File: src/rtl/edge_pkg.sv
// Shared edge-pipeline types: pixel class codes and threshold-stage FSM states.
// Latency: n/a (types only).
// Backpressure: n/a (types only).
package edge_pkg;

   // Class map encoding consumed by the hysteresis stage
   typedef enum logic [1:0] {
      NONE   = 2'b00,
      WEAK   = 2'b01,
      STRONG = 2'b10
   } pixel_class_t;

   // Threshold stage sequencing
   typedef enum logic [1:0] {
      IDLE  = 2'b00,
      RUN   = 2'b01,
      DRAIN = 2'b10,
      DONE  = 2'b11
   } threshold_state_t;

endpackage

File: src/rtl/pixel_classifier.sv
// Purpose: unsigned double-threshold classification of one magnitude pixel.
// Latency: combinational, zero cycles.
// Backpressure: none; pure function of its inputs.
module pixel_classifier
   import edge_pkg::*;
#(
   parameter int PIX_W = 8
) (
   input  logic [PIX_W-1:0] pix,
   input  logic [PIX_W-1:0] high,
   input  logic [PIX_W-1:0] low,
   output pixel_class_t     pix_class
);

   // Strong wins over weak; equality with a threshold counts as reaching it
   always_comb begin
      pix_class = NONE;
      if (pix >= high) begin
         pix_class = STRONG;
      end else if (pix >= low) begin
         pix_class = WEAK;
      end
   end

endmodule

File: src/rtl/threshold_stage.sv
// Purpose: stream a whole magnitude frame, classify each pixel, write the 2-bit class map.
// Latency: read issued at cycle t -> write registered at t+RD_LAT+1; done at N+RD_LAT+2 after enable.
// Backpressure: none; source and class map must accept one access per cycle. Build option THRESH_STATS_EN.
module threshold_stage
   import edge_pkg::*;
#(
   parameter int IMG_W  = 64,
   parameter int IMG_H  = 64,
   parameter int PIX_W  = 8,
   parameter int ADDR_W = 12,
   parameter int RD_LAT = 1
) (
   input  logic              clk,
   input  logic              reset_n,
   input  logic              threshold_enable,
   output logic              threshold_done,
   input  logic [PIX_W-1:0]  high_thresh,
   input  logic [PIX_W-1:0]  low_thresh,
   output logic              rd_en,
   output logic [ADDR_W-1:0] rd_addr,
   input  logic [PIX_W-1:0]  rd_data,
   output logic              wr_en,
   output logic [ADDR_W-1:0] wr_addr,
   output logic [1:0]        wr_data
`ifdef THRESH_STATS_EN
   ,
   output logic [ADDR_W:0]   strong_count,
   output logic [ADDR_W:0]   weak_count
`endif
);

   localparam int N  = IMG_W * IMG_H;
   localparam int DW = $clog2(RD_LAT + 2);
   localparam logic [ADDR_W-1:0] LAST_ADDR  = ADDR_W'(N - 1);
   localparam logic [DW-1:0]     DRAIN_LAST = DW'(RD_LAT);

   threshold_state_t  state;
   logic [ADDR_W-1:0] addr_cnt;
   logic [DW-1:0]     drain_cnt;
   logic [PIX_W-1:0]  high_q;
   logic [PIX_W-1:0]  low_q;
   logic [PIX_W-1:0]  low_min;

   logic              start;
   logic              abort;
   logic              write_fire;

   logic [RD_LAT-1:0] pipe_vld;
   logic [ADDR_W-1:0] pipe_addr [RD_LAT];

   pixel_class_t      pix_class;

   // A weak threshold above the strong one collapses onto the strong one
   assign low_min = (low_thresh < high_thresh) ? low_thresh : high_thresh;

   assign start = (state == IDLE) && threshold_enable;
   assign abort = ((state == RUN) || (state == DRAIN)) && !threshold_enable;

   // Reads are issued straight from the FSM registers, so reset clears them immediately
   assign rd_en          = (state == RUN);
   assign rd_addr        = addr_cnt;
   assign threshold_done = (state == DONE);

   // Sequencing: one read per cycle, then wait for the read pipe to empty
   always_ff @(posedge clk or negedge reset_n) begin
      if (!reset_n) begin
         state     <= IDLE;
         addr_cnt  <= '0;
         drain_cnt <= '0;
         high_q    <= '0;
         low_q     <= '0;
      end else begin
         case (state)
            IDLE: begin
               if (threshold_enable) begin
                  high_q   <= high_thresh;
                  low_q    <= low_min;
                  addr_cnt <= '0;
                  state    <= RUN;
               end
            end
            RUN: begin
               if (!threshold_enable) begin
                  state <= IDLE;
               end else if (addr_cnt == LAST_ADDR) begin
                  drain_cnt <= '0;
                  state     <= DRAIN;
               end else begin
                  addr_cnt <= addr_cnt + ADDR_W'(1);
               end
            end
            DRAIN: begin
               if (!threshold_enable) begin
                  state <= IDLE;
               end else if (drain_cnt == DRAIN_LAST) begin
                  state <= DONE;
               end else begin
                  drain_cnt <= drain_cnt + DW'(1);
               end
            end
            DONE: begin
               if (!threshold_enable) begin
                  state <= IDLE;
               end
            end
            default: state <= IDLE;
         endcase
      end
   end

   // Track each read's address until its data returns; an abort drops everything in flight
   always_ff @(posedge clk or negedge reset_n) begin
      if (!reset_n) begin
         pipe_vld <= '0;
         for (int i = 0; i < RD_LAT; i++) begin
            pipe_addr[i] <= '0;
         end
      end else if (abort) begin
         pipe_vld <= '0;
      end else begin
         pipe_vld[0]  <= rd_en;
         pipe_addr[0] <= rd_addr;
         for (int i = 1; i < RD_LAT; i++) begin
            pipe_vld[i]  <= pipe_vld[i-1];
            pipe_addr[i] <= pipe_addr[i-1];
         end
      end
   end

   assign write_fire = pipe_vld[RD_LAT-1] && !abort;

   pixel_classifier #(
      .PIX_W (PIX_W)
   ) u_classifier (
      .pix       (rd_data),
      .high      (high_q),
      .low       (low_q),
      .pix_class (pix_class)
   );

   // Register the class map write; address/data only move on a real write
   always_ff @(posedge clk or negedge reset_n) begin
      if (!reset_n) begin
         wr_en   <= 1'b0;
         wr_addr <= '0;
         wr_data <= 2'b00;
      end else begin
         wr_en <= write_fire;
         if (write_fire) begin
            wr_addr <= pipe_addr[RD_LAT-1];
            wr_data <= pix_class;
         end
      end
   end

`ifdef THRESH_STATS_EN
   localparam int CW = ADDR_W + 1;

   // Per-frame class tallies, counted alongside the write and held after the frame
   always_ff @(posedge clk or negedge reset_n) begin
      if (!reset_n) begin
         strong_count <= '0;
         weak_count   <= '0;
      end else if (start) begin
         strong_count <= '0;
         weak_count   <= '0;
      end else if (write_fire) begin
         if ((pix_class == STRONG) && (strong_count != '1)) begin
            strong_count <= strong_count + CW'(1);
         end
         if ((pix_class == WEAK) && (weak_count != '1)) begin
            weak_count <= weak_count + CW'(1);
         end
      end
   end
`endif

endmodule

File: config.mk
export PLATFORM = sky130hd
export DESIGN_NAME = threshold_stage
export DESIGN_NICKNAME = d
export VERILOG_FILES = /design/src/rtl/edge_pkg.sv /design/src/rtl/pixel_classifier.sv /design/src/rtl/threshold_stage.sv
export SDC_FILE = /design/constraint.sdc
export NUM_CORES = 1
export LEC_CHECK = 0
export CAP_MARGIN = 20
export CORE_UTILIZATION = 36
export DETAILED_ROUTE_END_ITERATION = 8
export GPL_TIMING_DRIVEN = 0
export PLACE_DENSITY = 0.56
export SLEW_MARGIN = 25
export SYNTH_ARGS = -nofsm -noshare
export SYNTH_HDL_FRONTEND = slang
export SYNTH_HIERARCHICAL = 1
export SYNTH_SLANG_ARGS = --single-unit
File: constraint.sdc
create_clock -name clk -period 5.6 [get_ports clk]
set_clock_uncertainty 0.15 [all_clocks]
set_input_delay 1.4 -clock clk [delete_from_list [all_inputs] [get_ports clk]]
set_output_delay 1.4 -clock clk [all_outputs]
set_load 0.02 [all_outputs]
==> reports/results.ini, run 1 <==
[floorplan]
die_w_um=98.60
pin_count=56
rows=34
start_util_pct=37.78
die_y_um=98.60
core-area_mm2=0.008891
dieArea_mm2=0.009722

[yosys]
yosysUniqueCellTypes=44
synth-edff-count=0
synthCells=317
ys_seq_elements=60
yosysWarnings=6
ys.flop_type=dfrtp_1
avgSynthCellArea_um2=10.60
ys_seq_area_share_pct=44.69
syn-cell-area_mm2=0.003359
synthArstFlopShare_pct=100.0
syn_nets=374

[setup_path]
reg2reg_from=state[0]
critical_path.max_fanout=10
critPathKind=primary input to flip-flop
required_ns=5.66
start_kind=primary input
critPathCaptureType=flip-flop
r2r_slack_ns=3.04
cp-endpoint=low_q[6]
rr_endpoint=wr_addr[7]
crit_start=high_thresh[7]
reg2reg_depth=7
arrival_ns=3.64

[place]
dpl.cell_count=481
gp_congestion=0.7765
post-place-ws_ns=1.756
numPortBuffers=55
detailed_place_hpwl_mm=5.524

[routing]
ant_nets=0
drc=0
via_per_inst=5.135
finalWirelength_mm=7.327
first_iter_violations=119
dr.pass1.iters=4
wl_per_cell_um=14.77
num_vias=2547

[pwr]
netSwitchingFraction_pct=35.83
power_switching_uw=597.7
total_leakage_power_uw=0.002052
p_clk_share_pct=21.7
intPower_uw=1071
combPwrFrac_pct=40.7
p_seq_share_pct=37.7
power.density_mw_per_mm2=392.6
peakVddDrop_mv=0.2106

[global_route]
grt_pass1_vias=2638
grt_overflow_total=0
grt_pass1_wl_mm=12.81
grt_max_degree=37
grt_use_total_pct=16.86
antenna_found_initial=0

[clock_network]
cts_buffers=9
post_cts_buffers=0
root_buffer=clkbuf_8
cts_resized=0
clock_latency_ns=0.34
clock_sinks=60
cts_htree_levels=3
clkSlewWorstSetupHoldPaths_ns=0.06
cts_tree=done
cts_max_path_buffers=2
postCtsHoldBufs=0

[layout]
multiInputGateArea_mm2=0.001698
diodes=0
layout_commonest_cell=dfrtp_1
nFillCells=863
fin_cells=496
fin_nets=441
drive_above_1_share_pct=13.92
seq_area_mm2=0.001501
final_cell_mix=dfrtp_1, clkdlybuf4s50_1, ha_1
area_growth_syn_to_layout_pct=26.48

[sta]
fmax_mhz=280.0
fin_tns_setup_ns=0
setup_viol=0
final_max_slew_viol_count=0
whs_ns=0.3344
hold_violations=0
rsz0062_at_grt=no
post-route-period-util_pct=63.78
max_slew.worst_pin.slew_ns=0.7370
relSlewSlack_pct=50.49
worst_slack_ns=2.028
fin_crit_ns=3.572

[min_path]
hp-class=flip-flop to flip-flop

[job]
cap_violations=0

[outcome]
status=finished clean

## routing by layer
metal	up-vias	track usage (%)	routed length, µm
met4	0	6.200	74
li1	1273	-	-
met1	1219	23.47	3704
met2	49	25.62	3254
met5	-	0	0
met3	6	3.972	293
## final cells by class
| type | count | area share [%] |
|---|---|---|
| multi-input combinational | 215 | 39.96 |
| sequential | 60 | 35.34 |
| timing repair buffer | 56 | 13.37 |
| clock buffer | 12 | 3.887 |
| tap | 108 | 3.180 |
| inverter | 28 | 2.474 |
| buffer | 14 | 1.296 |
| clock inverter | 3 | 0.5006 |
## worst min path at each step
stage	startpoint	endpoint	depth (start not counted)
after global placement	high_q[5]	high_q[5]	1
after CTS	high_q[5]	high_q[5]	1
final	high_q[6]	high_q[6]	1
after global routing	high_q[7]	high_q[7]	1
after detailed placement	high_q[5]	high_q[5]	1
after floorplan	high_q[2]	high_q[2]	1
## registers in the layout (all words and copies together) (netlist names)
signal / cells
wr_addr: 12
state: 2
wr_data: 2
pipe_addr: 12
low_q: 8
pipe_vld: 1
high_q: 8
rd_addr: 12
drain_cnt: 2
wr_en: 1
## through the flow
step | power (µW) | cell area, µm² | util [%]
after floorplan | 1090 | 3359 | -
after global placement | 1315 | 4045 | 45.50
after detailed placement | 1325 | 4063 | 45.69
after CTS | 1691 | 4249 | 47.79
after global routing | 1807 | 4249 | 47.79
final | 1668 | 4249 | 47.79
## power groups by stage
| stage | combinational [µW] | sequential [µW] | clock (µW) |
|---|---|---|---|
| 2_1_floorplan | 440 | 650 | 0 |
| 3_3_place_gp | 679 | 637 | 0 |
| 3_5_place_dp | 687 | 638 | 0 |
| 4_1_cts | 691 | 629 | 370 |
| 5_1_grt | 769 | 646 | 392 |
| 6_report | 678 | 629 | 361 |
## synth_stat cells (6+ instances only)
cell | number | area share [%]
a22oi_1 | 8 | 1.8
a211o_1 | 8 | 2.1
nand2_1 | 17 | 1.9
nand3_1 | 21 | 3.1
clkbuf_1 | 11 | 1.2
o21ai_0 | 6 | 0.89
nor2_1 | 23 | 2.6
ha_1 | 30 | 11
dfrtp_1 | 60 | 45
a21o_1 | 10 | 2.2
inv_1 | 28 | 3.1
mux2_2 | 27 | 9.1
## logic make-up (layout without fill, tap and decap cells)
logic type | Yosys count | after routing | share of synthesized area (%)
AO/OA/AOI/OAI | 58 | 58 | 13.59
flip-flops | 60 | 60 | 44.69
adder cells (fa/ha/maj) | 30 | 30 | 11.17
AND/OR/NAND/NOR | 91 | 91 | 14.04
multiplexers | 32 | 32 | 10.69
buffers and inverters | 42 | 113 | 4.767
XOR/XNOR | 4 | 4 | 1.043
## worst max-delay path, cell delays in order
cell	delay, ns
clkdlybuf4s50_1	0.46
inv_1	0.06
ha_1	0.29
nand2_1	0.08
nor3_1	0.61
clkbuf_1	0.45
a211o_1	0.21
nand3_1	0.06
Note: power is estimated with default switching activity, not from simulation.
==> inputs of run 2 (changes only) <==
--- a/config.mk
+++ b/config.mk
@@ -9,7 +9,7 @@
 export CORE_UTILIZATION = 36
 export DETAILED_ROUTE_END_ITERATION = 8
 export GPL_TIMING_DRIVEN = 0
-export PLACE_DENSITY = 0.56
+export PLACE_DENSITY = 0.58
 export SLEW_MARGIN = 25
 export SYNTH_ARGS = -nofsm -noshare
 export SYNTH_HDL_FRONTEND = slang
==> constraint.sdc (replaced) <==
create_clock -name clk -period 2.9 [get_ports clk]
set_clock_uncertainty 0.15 [all_clocks]
set_input_delay 0.725 -clock clk [delete_from_list [all_inputs] [get_ports clk]]
set_output_delay 0.725 -clock clk [all_outputs]
set_load 0.02 [all_outputs]
==> run 2 against run 1 <==
Sequential cell count stayed put. Hold slack worse by 0.20 ns. Global-route usage is 0.067 points higher. Non-clock buffer count stayed put. Power is 100% higher. Sequential power is 94% higher. Wire length is 2.4% higher. Count of clock-buffer cells in the layout is 1 lower.
==> reports/results.ini, run 2 (same netlist as run 1, synthesis figures left out) <==
[global_route]
grt_pass1_wl_mm=12.81
grt_max_degree=40
antenna_found_initial=0
grt_use_total_pct=16.93
grt_pass1_vias=2593
grt_overflow_total=0

[sta]
final_max_slew_viol_count=0
fmax_mhz=370.9
hold_violations=0
rsz0062_at_grt=no
max_slew.worst_pin.slew_ns=0.6641
setup_viol=0
fin_crit_ns=2.696
relSlewSlack_pct=55.73
post-route-period-util_pct=92.98
whs_ns=0.1324

[layout]
fin_nets=441
layout_commonest_cell=dfrtp_1
area_growth_syn_to_layout_pct=27.49
final_cell_mix=dfrtp_1, clkdlybuf4s50_1, ha_1
nFillCells=851
design_area_mm2=0.004283
fin_util_pct=48.17
diodes=0
drive_above_1_share_pct=13.92

[pwr]
combPwrFrac_pct=39.6
peakVddDrop_mv=0.4226
p_clk_share_pct=24.2
power_switching_uw=1165
total_leakage_power_uw=0.002067
intPower_uw=2198
power.density_mw_per_mm2=785.2
power_uw=3363
p_seq_share_pct=36.2
netSwitchingFraction_pct=34.63

[routing]
drc=0
ant_nets=0
finalWirelength_mm=7.500
dr.pass1.iters=4
first_iter_violations=128
num_vias=2567
via_per_inst=5.175
wl_per_cell_um=15.12

[place]
gp_congestion=0.8180
numPortBuffers=55
detailed_place_hpwl_mm=5.649
dpl-instance-area_mm2=0.004063

[floorplan]
die_w_um=98.60
die_y_um=98.60
core-area_mm2=0.008891
dieArea_mm2=0.009722
rows=34
pin_count=56
start_util_pct=37.78

[clock_network]
cts_htree_levels=3
root_buffer=clkbuf_8
clock_latency_ns=0.33
clkSlewWorstSetupHoldPaths_ns=0.07
cts_max_path_buffers=2
cts_tree=done
cts_buffers=9
clock_sinks=60

[setup_path]
cp_top_family=buffers and inverters
path_cells=clkdlybuf4s50_1 -> nor2b_1 -> nand2b_1 -> clkbuf_1 -> buf_2 -> mux2_2
critPathCaptureType=flip-flop
cpPeakStageDelay_ns=0.48
critical_path.max_fanout=10
critPathKind=primary input to flip-flop
required_ns=2.97
start_kind=primary input
arrival_ns=2.76
crit_slowest_cell=clkdlybuf4s50_1
crit_buf_inv=3

[outcome]
status=finished clean

[job]
cap_violations=0

[min_path]
hp-class=primary input to async pin

run 2: power by group through the flow:
stage	logic, µW	registers [µW]	clock network (µW)
finish	1330	1220	814
floorplan	850	1260	0
CTS	1350	1220	842
detailed placement	1340	1230	0
global placement	1310	1220	0
global route	1490	1250	883
run 2: area by class of cell:
class                           count  area, µm²  share of cell area (%)
Multi-Input combinational cell    215       1703                   39.76
Sequential cell                    60       1501                   35.06
Timing Repair Buffer               56      568.0                   13.26
Clock buffer                       11      141.4                   3.301
Tap cell                          108      135.1                   3.155
Inverter                           28      105.1                   2.454
Clock inverter                      4      73.82                   1.724
Buffer                             14      55.05                   1.285
run 2: metal layers:
| metal | wire [µm] | track usage [%] | up-vias | share of wire (%) |
|---|---|---|---|---|
| met4 | 119 | 6.659 | 0 | 1.6 |
| li1 | - | - | 1269 | - |
| met5 | 0 | 0 | - | 0 |
| met1 | 3612 | 22.60 | 1235 | 48 |
| met3 | 269 | 4.184 | 9 | 3.6 |
| met2 | 3497 | 26.54 | 54 | 47 |
run 2: worst reg2reg max path, cell delays in order (launching register included):
cell      delay (ns)
dfrtp_1         0.39
inv_1           0.10
ha_1            0.29
nor2b_1         0.38
nand2b_1        0.16
clkbuf_1        0.27
buf_2           0.34
mux2_2          0.38
run 2: worst paths after layout:
| check | slack [ns] | from | depth (start not counted) | to |
|---|---|---|---|---|
| worst min-delay path | 0.13 | reset_n | 1 | state[1] |
| max in group asynchronous | 1.97 | reset_n | 2 | high_q[7] |
| worst max register to register | 0.32 | state[0] | 7 | wr_addr[11] |
| worst min register to register | 0.34 | high_q[4] | 1 | high_q[4] |
| worst max-delay path | 0.20 | threshold_enable | 6 | wr_addr[11] |
| min in group clk | 0.34 | high_q[4] | 1 | high_q[4] |
run 2: stage by stage:
stage          instances  setup TNS, ns  setup slack, ns
6_report             496              0           0.2036
5_1_grt              496              0          0.07810
3_3_place_gp         480         -62.93           -1.000
3_5_place_dp         481         -3.065          -0.2346
2_1_floorplan        317              0           0.5395
4_1_cts              496              0           0.1115
run 2: timing repair:
item,in CTS,in global routing
setup buffers,0,0
gates resized for setup,0,1
hold endpoints to repair,0,0
endpoints found under the setup margin,0,7
hold buffers,0,0
